File: config.mk
export PLATFORM = sky130hd
export DESIGN_NAME = tradeoff_req_ctrl
export DESIGN_NICKNAME = d
export VERILOG_FILES = /design/src/rtl/tradeoff_pkg.sv /design/src/rtl/tradeoff_sat_cnt.sv /design/src/rtl/tradeoff_req_ctrl.sv
export SDC_FILE = /design/constraint.sdc
export NUM_CORES = 1
export LEC_CHECK = 0
export CORE_MARGIN = 2
export CORE_UTILIZATION = 28
export DETAILED_ROUTE_END_ITERATION = 8
export DONT_BUFFER_PORTS = 1
export GPL_TIMING_DRIVEN = 0
export PLACE_DENSITY_LB_ADDON = 0.15
export SLEW_MARGIN = 15
export SYNTH_ARGS = -nofsm -noshare
export SYNTH_HDL_FRONTEND = slang
export SYNTH_SLANG_ARGS = --single-unit
File: constraint.sdc
create_clock -name clk -period 6.2 [get_ports clk]
set_clock_uncertainty 0.1 [all_clocks]
set_input_delay 1.24 -clock clk [delete_from_list [all_inputs] [get_ports clk]]
set_output_delay 1.24 -clock clk [all_outputs]
set_load 0.05 [all_outputs]
File: src/rtl/tradeoff_pkg.sv
// Shared definitions for the Tradeoff request controller and the Tradeoff search engine.
package tradeoff_pkg;

    localparam int TRADEOFF_W_BITS      = 30;
    localparam int TRADEOFF_N_BITS      = 17;
    localparam int TRADEOFF_TIMEOUT_CYC = 140000;
    localparam int DONE_CNT_BITS        = 16;

    typedef enum logic [2:0] {
        IDLE,
        ARM,
        WAIT,
        CAPT,
        DONE
    } state_t;

    // Bits needed to hold the values 0 .. n-1, never less than one bit.
    function automatic int cnt_width(input int n);
        return (n > 1) ? $clog2(n) : 1;
    endfunction

endpackage

File: src/rtl/tradeoff_sat_cnt.sv
// Up-counter with synchronous clear that stops at MAX_VAL and flags it.
module tradeoff_sat_cnt
    import tradeoff_pkg::*;
#(
    parameter int               WIDTH   = DONE_CNT_BITS,
    parameter logic [WIDTH-1:0] MAX_VAL = '1
) (
    input  logic             clk,
    input  logic             rst_n,
    input  logic             clr,
    input  logic             en,
    output logic [WIDTH-1:0] cnt,
    output logic             sat
);

    logic [WIDTH-1:0] cnt_q;
    logic [WIDTH-1:0] cnt_d;

    assign cnt = cnt_q;
    assign sat = (cnt_q == MAX_VAL);

    // Clear wins over enable; a saturated counter holds until cleared.
    always_comb begin
        cnt_d = cnt_q;
        if (clr) begin
            cnt_d = '0;
        end else if (en && !sat) begin
            cnt_d = cnt_q + WIDTH'(1);
        end
    end

    always_ff @(posedge clk or negedge rst_n) begin
        if (!rst_n) begin
            cnt_q <= '0;
        end else begin
            cnt_q <= cnt_d;
        end
    end

endmodule

File: src/rtl/tradeoff_req_ctrl.sv
// Request controller: hands one word to the Tradeoff engine, waits for a fresh found
// (or a timeout), and holds the result until the consumer takes it.
module tradeoff_req_ctrl
    import tradeoff_pkg::*;
#(
    parameter int W_BITS      = TRADEOFF_W_BITS,
    parameter int N_BITS      = TRADEOFF_N_BITS,
    parameter int TIMEOUT_CYC = TRADEOFF_TIMEOUT_CYC
) (
    input  logic                     clk,
    input  logic                     rst_n,
    input  logic                     in_valid,
    output logic                     in_ready,
    input  logic [W_BITS-1:0]        in_w,
    output logic [W_BITS-1:0]        eng_w,
    input  logic                     eng_found,
    input  logic [N_BITS-1:0]        eng_n,
    output logic                     out_valid,
    input  logic                     out_ready,
    output logic [W_BITS-1:0]        out_w,
    output logic [N_BITS-1:0]        out_n,
    output logic                     out_timeout,
    output logic [DONE_CNT_BITS-1:0] done_cnt
);

    localparam int              TO_W    = cnt_width(TIMEOUT_CYC);
    localparam logic [TO_W-1:0] TO_LAST = TO_W'(TIMEOUT_CYC - 1);

    state_t              state_q, state_d;
    logic                live_q, live_d;
    logic [W_BITS-1:0]   eng_w_q, eng_w_d;
    logic [W_BITS-1:0]   out_w_q, out_w_d;
    logic [N_BITS-1:0]   out_n_q, out_n_d;
    logic                out_to_q, out_to_d;

    logic                accept;
    logic                to_clr;
    logic                to_en;
    logic                to_hit;
    logic                done_en;
    logic [TO_W-1:0]     unused_to_cnt;
    logic                unused_done_sat;

    // The timeout counter stops at TIMEOUT_CYC-1, so its saturate flag is the timeout.
    tradeoff_sat_cnt #(
        .WIDTH   (TO_W),
        .MAX_VAL (TO_LAST)
    ) u_timeout_cnt (
        .clk   (clk),
        .rst_n (rst_n),
        .clr   (to_clr),
        .en    (to_en),
        .cnt   (unused_to_cnt),
        .sat   (to_hit)
    );

    tradeoff_sat_cnt #(
        .WIDTH   (DONE_CNT_BITS),
        .MAX_VAL ({DONE_CNT_BITS{1'b1}})
    ) u_done_cnt (
        .clk   (clk),
        .rst_n (rst_n),
        .clr   (1'b0),
        .en    (done_en),
        .cnt   (done_cnt),
        .sat   (unused_done_sat)
    );

    // live_q keeps in_ready low until the first edge after reset is released.
    assign live_d      = 1'b1;
    assign in_ready    = live_q && (state_q == IDLE);
    assign accept      = in_valid && in_ready;
    assign out_valid   = (state_q == DONE);
    assign eng_w       = eng_w_q;
    assign out_w       = out_w_q;
    assign out_n       = out_n_q;
    assign out_timeout = out_to_q;

    always_comb begin
        state_d  = state_q;
        eng_w_d  = eng_w_q;
        out_w_d  = out_w_q;
        out_n_d  = out_n_q;
        out_to_d = out_to_q;
        to_clr   = 1'b0;
        to_en    = 1'b0;
        done_en  = 1'b0;
        unique case (state_q)
            IDLE: begin
                if (accept) begin
                    eng_w_d = in_w;
                    out_w_d = in_w;
                    to_clr  = 1'b1;
                    state_d = ARM;
                end
            end
            ARM: begin
                to_en = 1'b1;
                if (to_hit) begin
                    out_n_d  = '0;
                    out_to_d = 1'b1;
                    state_d  = DONE;
                end else if (!eng_found) begin
                    state_d = WAIT;
                end
            end
            WAIT: begin
                to_en = 1'b1;
                if (to_hit) begin
                    out_n_d  = '0;
                    out_to_d = 1'b1;
                    state_d  = DONE;
                end else if (eng_found) begin
                    state_d = CAPT;
                end
            end
            CAPT: begin
                out_n_d  = eng_n;
                out_to_d = 1'b0;
                state_d  = DONE;
            end
            DONE: begin
                if (out_ready) begin
                    done_en = 1'b1;
                    state_d = IDLE;
                end
            end
            default: state_d = IDLE;
        endcase
    end

    always_ff @(posedge clk or negedge rst_n) begin
        if (!rst_n) begin
            state_q  <= IDLE;
            live_q   <= 1'b0;
            eng_w_q  <= '0;
            out_w_q  <= '0;
            out_n_q  <= '0;
            out_to_q <= 1'b0;
        end else begin
            state_q  <= state_d;
            live_q   <= live_d;
            eng_w_q  <= eng_w_d;
            out_w_q  <= out_w_d;
            out_n_q  <= out_n_d;
            out_to_q <= out_to_d;
        end
    end

endmodule
==> results of run 1 <==
==> cell families after synthesis <==
kind of cell | Yosys count | share of synthesized area
multiplexers | 3 | 0.00811
AND/OR/NAND/NOR | 180 | 0.220
other | 1 | 0.000972
adder cells (fa/ha/maj) | 2 | 0.00648
AO/OA/AOI/OAI | 37 | 0.0713
buffers and inverters | 47 | 0.0791
flip-flops | 86 | 0.558
XOR/XNOR | 25 | 0.0567
==> layer usage <==
metal  track usage  wire length, um  up-vias
met1         0.157             3910     1309
met5             0                0        -
met2         0.202             4280      111
met3        0.0536              778        7
li1              -                -     1269
met4        0.0431               93        0
==> stage by stage <==
| stage | util | instance area (um^2) |
|---|---|---|
| 2_1_floorplan | - | 3860 |
| 3_3_place_gp | 0.306 | 4080 |
| 3_5_place_dp | 0.307 | 4100 |
| 4_1_cts | 0.331 | 4420 |
| 5_1_grt | 0.331 | 4420 |
| 6_report | 0.331 | 4420 |
==> path summary, 6_finish.rpt <==
check	start	end	slack [ps]	depth (start not counted)
max reg2reg	u_done_cnt.cnt[0]$_DFFE_PN0P_	u_done_cnt.cnt[1]$_DFFE_PN0P_	3710	5
max in group asynchronous	rst_n	u_timeout_cnt.cnt[16]$_DFFE_PN0P_	5410	0
min in group asynchronous	rst_n	out_n[15]$_DFFE_PN0P_	480	0
min	u_timeout_cnt.cnt[2]$_DFFE_PN0P_	u_timeout_cnt.cnt[2]$_DFFE_PN0P_	420	1
min reg2reg	u_timeout_cnt.cnt[2]$_DFFE_PN0P_	u_timeout_cnt.cnt[2]$_DFFE_PN0P_	420	1
max	state_q[2]$_DFFE_PN0P_	in_ready	3340	3
==> power by group through the flow <==
stage	clock, mW	combinational [mW]	sequential, mW
floorplan	0	0.736	1.37
global placement	0	0.808	1.42
detailed placement	0	0.826	1.42
CTS	0.610	0.826	1.41
global route	0.634	0.883	1.43
finish	0.584	0.816	1.40
==> state kept, by name, indices dropped and copies added (netlist names) <==
register and count:
u_done_cnt.cnt 16, u_timeout_cnt.cnt 18, live_q 1, out_timeout 1, out_w 30, out_n 17
state_q 3
==> synth_stat cells, drive strengths merged, types with 2 or more instances <==
library cell	count	area, um^2
nand3	20	100
o211ai	3	22.5
a22o	17	149
and2	2	12.5
nor4b	2	17.5
inv	3	11.3
clkbuf	6	22.5
nand2	109	409
xnor2	15	131
buf	38	272
dfrtp	86	2150
and3	5	31.3
mux2i	2	20.0
o21ai	7	35.0
nand4	6	37.5
xor2	10	87.6
a21oi	5	32.5
ha	2	25.0
and4	6	52.6
nor2	17	63.8
o31ai	3	22.5
nor3	4	20.0
==> worst reg2reg max path, delay by kind of cell, from the launching register on <==
| family | cells | cell delay, ps |
|---|---|---|
| compound gates | 1 | 550 |
| fa+ha+maj | 1 | 360 |
| flops | 1 | 590 |
| mux | 1 | 400 |
| simple gates | 2 | 370 |
==> final cells by class <==
cell class,instances,area [um^2]
inverter,3,11.3
multi-input combinational,248,1410
clock inverter,6,95.1
tap,176,220
buffer,44,294
clock buffer,9,225
fill,1381,8930
sequential,86,2150
timing repair buffer,2,11.3
==> reports/summary.log, run 1 <==
INFO  outcome        status=finished clean
INFO  sta            worst_slack=3340ps
INFO  sta            final_max_slew_viol_count=0
INFO  power          power_switching_share=0.525
INFO  power          power-per-cell-area=635nW/um^2
INFO  setup_path     delay_of_the_slowest_cell_on_the_worst_path=370ps
INFO  global_routing grt_pass1_wl=14500um
INFO  sta            final_hold_fails=0
INFO  layout         layout-drive-gt1-share=0.153
INFO  detailed_routing post_drt_wl_per_cell=15.8um
INFO  synth          synth-edff-count=0
INFO  layout         final_cell_mix=109 x nand2_1, 86 x dfrtp_1, 31 x buf_4
INFO  detailed_routing routed_wl=9060um
INFO  floorplanning  fp.dieW=121um
INFO  synth          netlist_cell_types=39
INFO  clocking       cts_inserted_buffers=9
INFO  floorplanning  number_of_placement_rows=42
INFO  detailed_routing route.detailed.drc=0
INFO  setup_path     crit_path_top_delay_cell=nor4b_2
INFO  sta            setup_viol=0
INFO  clocking       later_pin_clock_latency_in_the_skew_report=340ps
INFO  clocking       h-tree-depth=3
INFO  layout         flow.area_growth_from_synthesis=14.5%
INFO  setup_path     worst-endpoint-required=4860ps
INFO  power          net-switching-power=1.47mW
INFO  floorplanning  start_util=0.289
INFO  clocking       clock_input_transition_at_the_sequential_cells_of_the_worst_setup_and_hold_paths=60ps
INFO  clocking       maximum_buffer_depth_of_the_clock_tree=2
INFO  global_routing grt_usage=0.128
INFO  floorplanning  die_height=121um
INFO  synth          synthesized_area=3860um^2
INFO  global_routing antenna_violations_before_repair=0
INFO  clocking       tritoncts=built
INFO  sta            fmax=349MHz
INFO  setup_path     crit_path_cell_chain=buf_2 -> nor4b_2 -> buf_4
INFO  detailed_routing antenna_violating_nets_post_route=0
INFO  synth          number_of_warnings_printed_during_yosys_synthesis=0
INFO  setup_path     timing.critical_path.max_delay_family=buffers and inverters
INFO  layout         num-nets-final=448
INFO  setup_path     timing.critical_path.fanout_max=9
INFO  placed_design  dp.final_hpwl=6490um
INFO  clocking       clock_sinks=86
INFO  power          comb_power_share=0.291
INFO  synth          syn_avg_cell_area=10.1um^2
INFO  setup_path     crit_path_start_kind=flop
INFO  detailed_routing route.vias.total=2696
INFO  layout         n_diodes=0
INFO  clocking       cts-resized-gates=0
INFO  power          leakage_power=2.12nW
INFO  power          seqPwrFrac=0.501
INFO  sta            period_needed=2860ps
INFO  sta            aggregate_negative_setup_slack=0ps
INFO  power          vdd_ir_drop_max=215uV
INFO  sta            worst_hold_margin=419ps
INFO  detailed_routing drt-pass1-iter-count=4
INFO  run            maxcap_violations=0
INFO  floorplanning  die_area=14700um^2
INFO  power          internal-power=1.33mW
INFO  synth          ys_dominant_reg_cell=dfrtp_1
INFO  clocking       clock_tree.root_cell=clkbuf_16
INFO  setup_path     arrival=1520ps
INFO  min_path       hold_class=flop to flop
INFO  synth          async_reset_ff_frac=1.00
INFO  synth          postSynthCellCount=381
INFO  layout         mostFrequentLayoutCell=nand2_1
INFO  synth          mappedNetlistNets=435
INFO  synth          postSynthRegisterBits=86
INFO  setup_path     timing.critical_path.buf_inv=2
INFO  synth          seq_area_frac_synth=0.558
INFO  setup_path     worst_setup_path_end_kind=output port
INFO  sta            post-route-period-util=0.462
INFO  global_routing globalRoute.totalOverflow=0
INFO  global_routing grt_max_degree=87
INFO  sta            setup_repair_after_global_routing_missed_its_margin=false
INFO  layout         final-instance-count-excl-fill=574
INFO  detailed_routing detail_route.vias_per_cell=4.70
INFO  placed_design  post-place-ws=3460ps
INFO  clocking       cts_setup_buffers=0
INFO  placed_design  numPlacedInstances=559
INFO  placed_design  gp_congestion=0.727
INFO  setup_path     critical_path_class=flop to output port
INFO  clocking       holdBufCountCts=0
INFO  sta            max_slew.worst_pin.slew=933ps
INFO  placed_design  placement.io_buffers=0
INFO  global_routing first_global_vias=2787
INFO  detailed_routing initialDrtViolationCount=115
INFO  sta            timing.max_slew.rel_slack=0.376
INFO  power          pwr-share-clk=0.208
INFO  floorplanning  core-area=13300um^2
INFO  floorplanning  boundaryPins=148
INFO  power          total_power=2.80mW
No activity file was read; power rests on OpenSTA's default activity.
==> run 2: changes to the inputs <==
Clock period 6.2 ns to 2.44 ns, I/O delays scaled along.
==> run 2 against run 1 <==
Effect of this change:
- the flow now finishes with violations (hold timing)
- non-clock buffer count down 3
- global-route usage decreased by 0.59 points
- utilization is essentially flat
- critical path depth grew 4
- critical path type is now flop to flop
- wire length fell by 3.6%
- sequential power increased to 2.6 times the previous value
==> reports/summary.log, run 2 (synthesis results as in run 1) <==
INFO  layout         n_diodes=0
INFO  sta            fmax=433MHz
INFO  layout         mostFrequentLayoutCell=nand2_1
INFO  global_routing top_usage_layer=met2
INFO  setup_path     reg2reg_depth=7
INFO  setup_path     r2r-end=out_w[17]$_DFFE_PN0P_
INFO  global_routing grt_pass1_wl=14000um
INFO  setup_path     worst_setup_path_end_kind=flop
INFO  clocking       clock_tree.root_cell=clkbuf_16
INFO  power          vdd_ir_drop_max=346uV
INFO  setup_path     crit_path_start_kind=flop
INFO  detailed_routing detail_route.vias_per_cell=4.78
INFO  layout         final_cell_mix=108 x nand2_1, 84 x dfrtp_1, 30 x buf_4
INFO  floorplanning  fp.dieW=121um
INFO  floorplanning  die_height=121um
INFO  floorplanning  start_util=0.289
INFO  layout         n_fill_cell=1394
INFO  global_routing globalRoute.totalOverflow=0
INFO  clocking       later_pin_clock_latency_in_the_skew_report=340ps
INFO  clocking       tritoncts=built
INFO  clocking       cts_inserted_buffers=9
INFO  layout         flow.area_growth_from_synthesis=14.5%
INFO  layout         num-nets-final=445
INFO  sta            period_needed=2310ps
INFO  min_path       hold_class=input port to async pin
INFO  global_routing gr-usage-met2=0.194
INFO  floorplanning  core-area=13300um^2
INFO  detailed_routing route.vias.total=2732
INFO  sta            final_hold_fails=86
INFO  setup_path     critical_path_class=flop to flop
INFO  sta            max_slew.worst_pin.slew=903ps
INFO  power          power-per-cell-area=1590nW/um^2
INFO  global_routing grt_usage=0.122
INFO  clocking       clock_sinks=86
INFO  placed_design  gp_congestion=0.716
INFO  clocking       cts_setup_buffers=0
INFO  setup_path     timing.rr.start=state_q[2]$_DFFE_PN0P_
INFO  setup_path     worst-r2r-setup-slack=130ps
INFO  clocking       h-tree-depth=3
INFO  placed_design  dp.final_hpwl=6150um
INFO  sta            setup_viol=0
INFO  placed_design  placement.io_buffers=0
INFO  detailed_routing routed_wl=8730um
INFO  global_routing grt_max_degree=87
INFO  global_routing gr-usage-met3=0.0508
INFO  setup_path     worst-endpoint-required=2610ps
INFO  clocking       maximum_buffer_depth_of_the_clock_tree=2
INFO  sta            setup_repair_after_global_routing_missed_its_margin=false
INFO  sta            worst_slack=131ps
INFO  sta            timing.max_slew.rel_slack=0.395
INFO  sta            worst_hold_margin=-259ps
INFO  layout         layout-drive-gt1-share=0.167
INFO  outcome        failed_checks=hold timing
INFO  sta            post-route-period-util=0.946
INFO  global_routing grt.met1_usage=0.146
INFO  sta            final_max_slew_viol_count=0
INFO  layout         postLayoutCoreUtil=0.331
INFO  floorplanning  number_of_placement_rows=42
INFO  setup_path     timing.critical_path.fanout_max=10
INFO  detailed_routing route.detailed.drc=0
INFO  layout         largest_register_ffs=30
INFO  power          leakage_power=2.11nW
INFO  detailed_routing post_drt_wl_per_cell=15.3um
INFO  global_routing first_global_vias=2680
INFO  setup_path     arrival=2480ps
INFO  placed_design  post-place-ws=-60.3ps
INFO  detailed_routing drt-pass1-iter-count=4
INFO  run            maxcap_violations=0
INFO  floorplanning  boundaryPins=148
INFO  floorplanning  die_area=14700um^2
INFO  outcome        status=complete, but fails checks
INFO  detailed_routing initialDrtViolationCount=90
INFO  clocking       clock_input_transition_at_the_sequential_cells_of_the_worst_setup_and_hold_paths=60ps
INFO  detailed_routing antenna_violating_nets_post_route=0
INFO  global_routing antenna_violations_before_repair=0
[run 2: critical path, cell delays in order, from the launching register on]
cell	delay (ps)
dfrtp_1	350
buf_2	190
nor4b_4	830
and2_1	220
clkbuf_1	150
buf_2	250
nand2_1	90
nand2_1	60
[run 2: layer usage]
metal  vias up  routed length [um]  share of wire
li1       1270                   -              -
met1      1331                3840           0.44
met2       121                4020           0.46
met3        10                 738          0.085
met4         0                 129          0.015
met5         -                   0              0
[run 2: where the power goes]
part	internal [mW]	switching, mW
sequential	1.83	1.74
clock	0.827	0.556
combinational	0.656	1.41
[run 2: timing repair]
action | CTS | global route
endpoints found under the setup margin | 15 | 19
pin swaps | 1 | 1
endpoints found under the hold margin | 86 | 86
gates resized for setup | 4 | 6
[run 2: worst max path at each step]
stage	start	to	slack [ps]	cells past startpoint
after detailed placement	state_q[0]$_DFFE_PN0P_	out_w[11]$_DFFE_PN0P_	-60	6
after CTS	u_done_cnt.cnt[1]$_DFFE_PN0P_	u_done_cnt.cnt[10]$_DFFE_PN0P_	10	6
after global placement	u_done_cnt.cnt[0]$_DFFE_PN0P_	u_done_cnt.cnt[1]$_DFFE_PN0P_	-50	5
after global routing	state_q[2]$_DFFE_PN0P_	out_w[15]$_DFFE_PN0P_	5	7
final	state_q[2]$_DFFE_PN0P_	out_w[17]$_DFFE_PN0P_	130	7
after floorplan	u_done_cnt.cnt[0]$_DFFE_PN0P_	u_done_cnt.cnt[1]$_DFFE_PN0P_	190	5
[run 2: final cells by class]
class,instances,area [um^2],area share
Buffer,43,294,0.0665
Clock buffer,12,246,0.0558
Clock inverter,4,55.1,0.0125
Inverter,3,11.3,0.00255
Multi-Input combinational cell,248,1440,0.325
Sequential cell,86,2150,0.488
Tap cell,176,220,0.0498
[run 2: through the flow]
stage / total power [mW] / TNS (ps) / instances / hold WS [ps] / area [um^2]
finish: 7.03 / 0 / 572 / -259 / 4420
floorplan: 5.37 / 0 / 381 / 92.4 / 3870
detailed placement: 5.69 / -704 / 557 / 94.7 / 4090
global route: 7.39 / 0 / 572 / -287 / 4420
global placement: 5.66 / -489 / 557 / 94.2 / 4090
CTS: 7.12 / 0 / 573 / -286 / 4410
==> run 3: changes to the inputs <==
Settings changed: CORE_UTILIZATION 28 to 45.
==> run 3 against run 2 <==
Effect of this change:
- the flow still finishes with violations (hold timing)
- combinational power about the same
- register-to-register slack improved by 20 ps
- die area decreased by 37%
- power decreased by 5.0%
- non-clock buffer count increased by 1
- sequential share of layout area increased by 2.0 points
- cell area decreased by 4.0%
- cell count decreased by 12%
- first-iteration DRC count increased by 61%
- global-route usage increased by 5.6 points
- fmax decreased by 0.14%
- critical path type is now flop to output port
==> reports/summary.log, run 3 (synthesis results as in run 1) <==
INFO  sta            setup_repair_after_global_routing_missed_its_margin=true
INFO  floorplanning  core-area=8260um^2
INFO  setup_path     delay_of_the_slowest_cell_on_the_worst_path=810ps
INFO  placed_design  dp.final_hpwl=5830um
INFO  layout         largest_register_ffs=30
INFO  setup_path     reg2reg_depth=6
INFO  global_routing antenna_violations_before_repair=0
INFO  sta            final_hold_fails=86
INFO  setup_path     timing.critical_path.buf_inv=1
INFO  detailed_routing route.vias.total=2680
INFO  layout         finalInstanceArea=4240um^2
INFO  setup_path     critical_path_class=flop to output port
INFO  floorplanning  die_area=9330um^2
INFO  setup_path     cp-startpoint=state_q[2]$_DFFE_PN0P_
INFO  global_routing grt_max_degree=87
INFO  detailed_routing route.detailed.drc=0
INFO  floorplanning  start_util=0.467
INFO  setup_path     crit_path_cell_chain=buf_2 -> nor4b_4
INFO  placed_design  placement.io_buffers=0
INFO  global_routing grt_pass1_wl=13600um
INFO  setup_path     worst-r2r-setup-slack=150ps
INFO  sta            setup_viol=0
INFO  outcome        status=complete, but fails checks
INFO  layout         mostFrequentLayoutCell=nand2_1
INFO  clocking       h-tree-depth=3
INFO  power          vdd_ir_drop_max=526uV
INFO  global_routing globalRoute.totalOverflow=0
INFO  setup_path     timing.critical_path.fanout_max=9
INFO  layout         n_fill_cell=774
INFO  setup_path     timing.rr.start=state_q[2]$_DFFE_PN0P_
INFO  detailed_routing routed_wl=8250um
INFO  clocking       later_pin_clock_latency_in_the_skew_report=360ps
INFO  layout         flow.area_growth_from_synthesis=9.99%
INFO  clocking       clock_sinks=86
INFO  sta            period_needed=2310ps
INFO  setup_path     r2r-end=u_timeout_cnt.cnt[17]$_DFFE_PN0P_
INFO  setup_path     worst-endpoint-required=1850ps
INFO  clocking       maximum_buffer_depth_of_the_clock_tree=2
INFO  min_path       hold_class=input port to async pin
INFO  power          leakage_power=2.07nW
INFO  layout         num-nets-final=446
INFO  setup_path     crit_path_top_delay_cell=nor4b_4
INFO  global_routing first_global_vias=2616
INFO  setup_path     crit_path_start_kind=flop
INFO  layout         postLayoutCoreUtil=0.514
INFO  floorplanning  number_of_placement_rows=33
INFO  sta            worst_slack=127ps
INFO  detailed_routing initialDrtViolationCount=145
INFO  setup_path     worst_setup_path_end_kind=output port
INFO  setup_path     worstSetupPathDepth=2
INFO  power          total_power=6.68mW
INFO  placed_design  post-place-ws=-47.1ps
INFO  clocking       clock_input_transition_at_the_sequential_cells_of_the_worst_setup_and_hold_paths=100ps
INFO  detailed_routing antenna_violating_nets_post_route=0
INFO  detailed_routing drt-pass1-iter-count=7
INFO  placed_design  place_area=4010um^2
INFO  sta            worst_hold_margin=-279ps
INFO  layout         n_diodes=0
INFO  floorplanning  die_height=96.6um
INFO  sta            post-route-period-util=0.948
INFO  clocking       cts_inserted_buffers=9
INFO  run            maxcap_violations=0
INFO  floorplanning  fp.dieW=96.6um
INFO  global_routing grt_usage=0.178
INFO  power          power-per-cell-area=1570nW/um^2
INFO  placed_design  gp_congestion=0.813
INFO  detailed_routing post_drt_wl_per_cell=16.4um
INFO  sta            final_max_slew_viol_count=0
INFO  outcome        failed_checks=hold timing
INFO  sta            fmax=432MHz
INFO  sta            max_slew.worst_pin.slew=872ps
INFO  setup_path     arrival=1720ps
INFO  clocking       tritoncts=built
INFO  setup_path     timing.critical_path.max_delay_family=simple AND/OR/NAND/NOR gates
INFO  clocking       clock_tree.root_cell=clkbuf_8
INFO  clocking       cts_setup_buffers=0
INFO  floorplanning  boundaryPins=148
INFO  layout         layout-drive-gt1-share=0.171
INFO  detailed_routing detail_route.vias_per_cell=5.34
INFO  layout         final_cell_mix=108 x nand2_1, 84 x dfrtp_1, 30 x buf_4
INFO  sta            timing.max_slew.rel_slack=0.416
[run 3: cell types whose count changed in the layout (fill, tap and decap cells not counted), sizes merged]
cell,change
buf,-1
clkbuf,-1
clkinv,+1
inv,+2
[run 3: repair_timing]
| action | in CTS | in global routing |
|---|---|---|
| pin swaps | 1 | 2 |
| setup endpoints to repair | 14 | 17 |
| resized for setup | 2 | 14 |
| hold endpoints to repair | 86 | 86 |
[run 3: per-stage QoR]
step	std cells	setup TNS, ps
2_1_floorplan	381	0
3_3_place_gp	486	-163
3_5_place_dp	486	-483
4_1_cts	502	0
5_1_grt	502	-39.8
6_report	502	0
[run 3: cell type report]
type,instances,area (um^2),area share
plain buffers,44,310,0.0731
clock buffers,9,124,0.0292
flip-flops and latches,86,2150,0.508
inverters,3,11.3,0.00265
well taps,105,131,0.0310
multi-input cells,248,1430,0.338
clock inverters,7,80.1,0.0189
[run 3: how the worst max path moves through the flow]
stage                                          endpoint  slack (ps)
after floorplan           u_done_cnt.cnt[1]$_DFFE_PN0P_         190
after global placement    u_done_cnt.cnt[1]$_DFFE_PN0P_         -30
after detailed placement  u_done_cnt.cnt[1]$_DFFE_PN0P_         -50
after CTS                         out_w[17]$_DFFE_PN0P_          20
after global routing              out_w[23]$_DFFE_PN0P_         -10
final                                          in_ready         130
[run 3: routing by layer]
| layer | GRT usage | share of wire | vias to the layer above |
|---|---|---|---|
| met1 | 0.231 | 0.43 | 1280 |
| met2 | 0.281 | 0.48 | 122 |
| met4 | 0.0639 | 0.011 | 0 |
| met3 | 0.0578 | 0.072 | 8 |
| li1 | - | - | 1270 |
| met5 | 0 | 0 | - |
[run 3: where the power goes]
group / internal [mW] / switching (mW) / total [mW]
Sequential: 1.83 / 1.75 / 3.58
Clock: 0.487 / 0.535 / 1.02
Combinational: 0.665 / 1.41 / 2.08
[run 3: worst reg2reg max path, cell delays in order, from the launching register on]
cell,delay [ps]
dfrtp_1,360
buf_2,190
nor4b_4,810
and2_1,230
clkbuf_1,150
buf_2,240
nor2_1,80
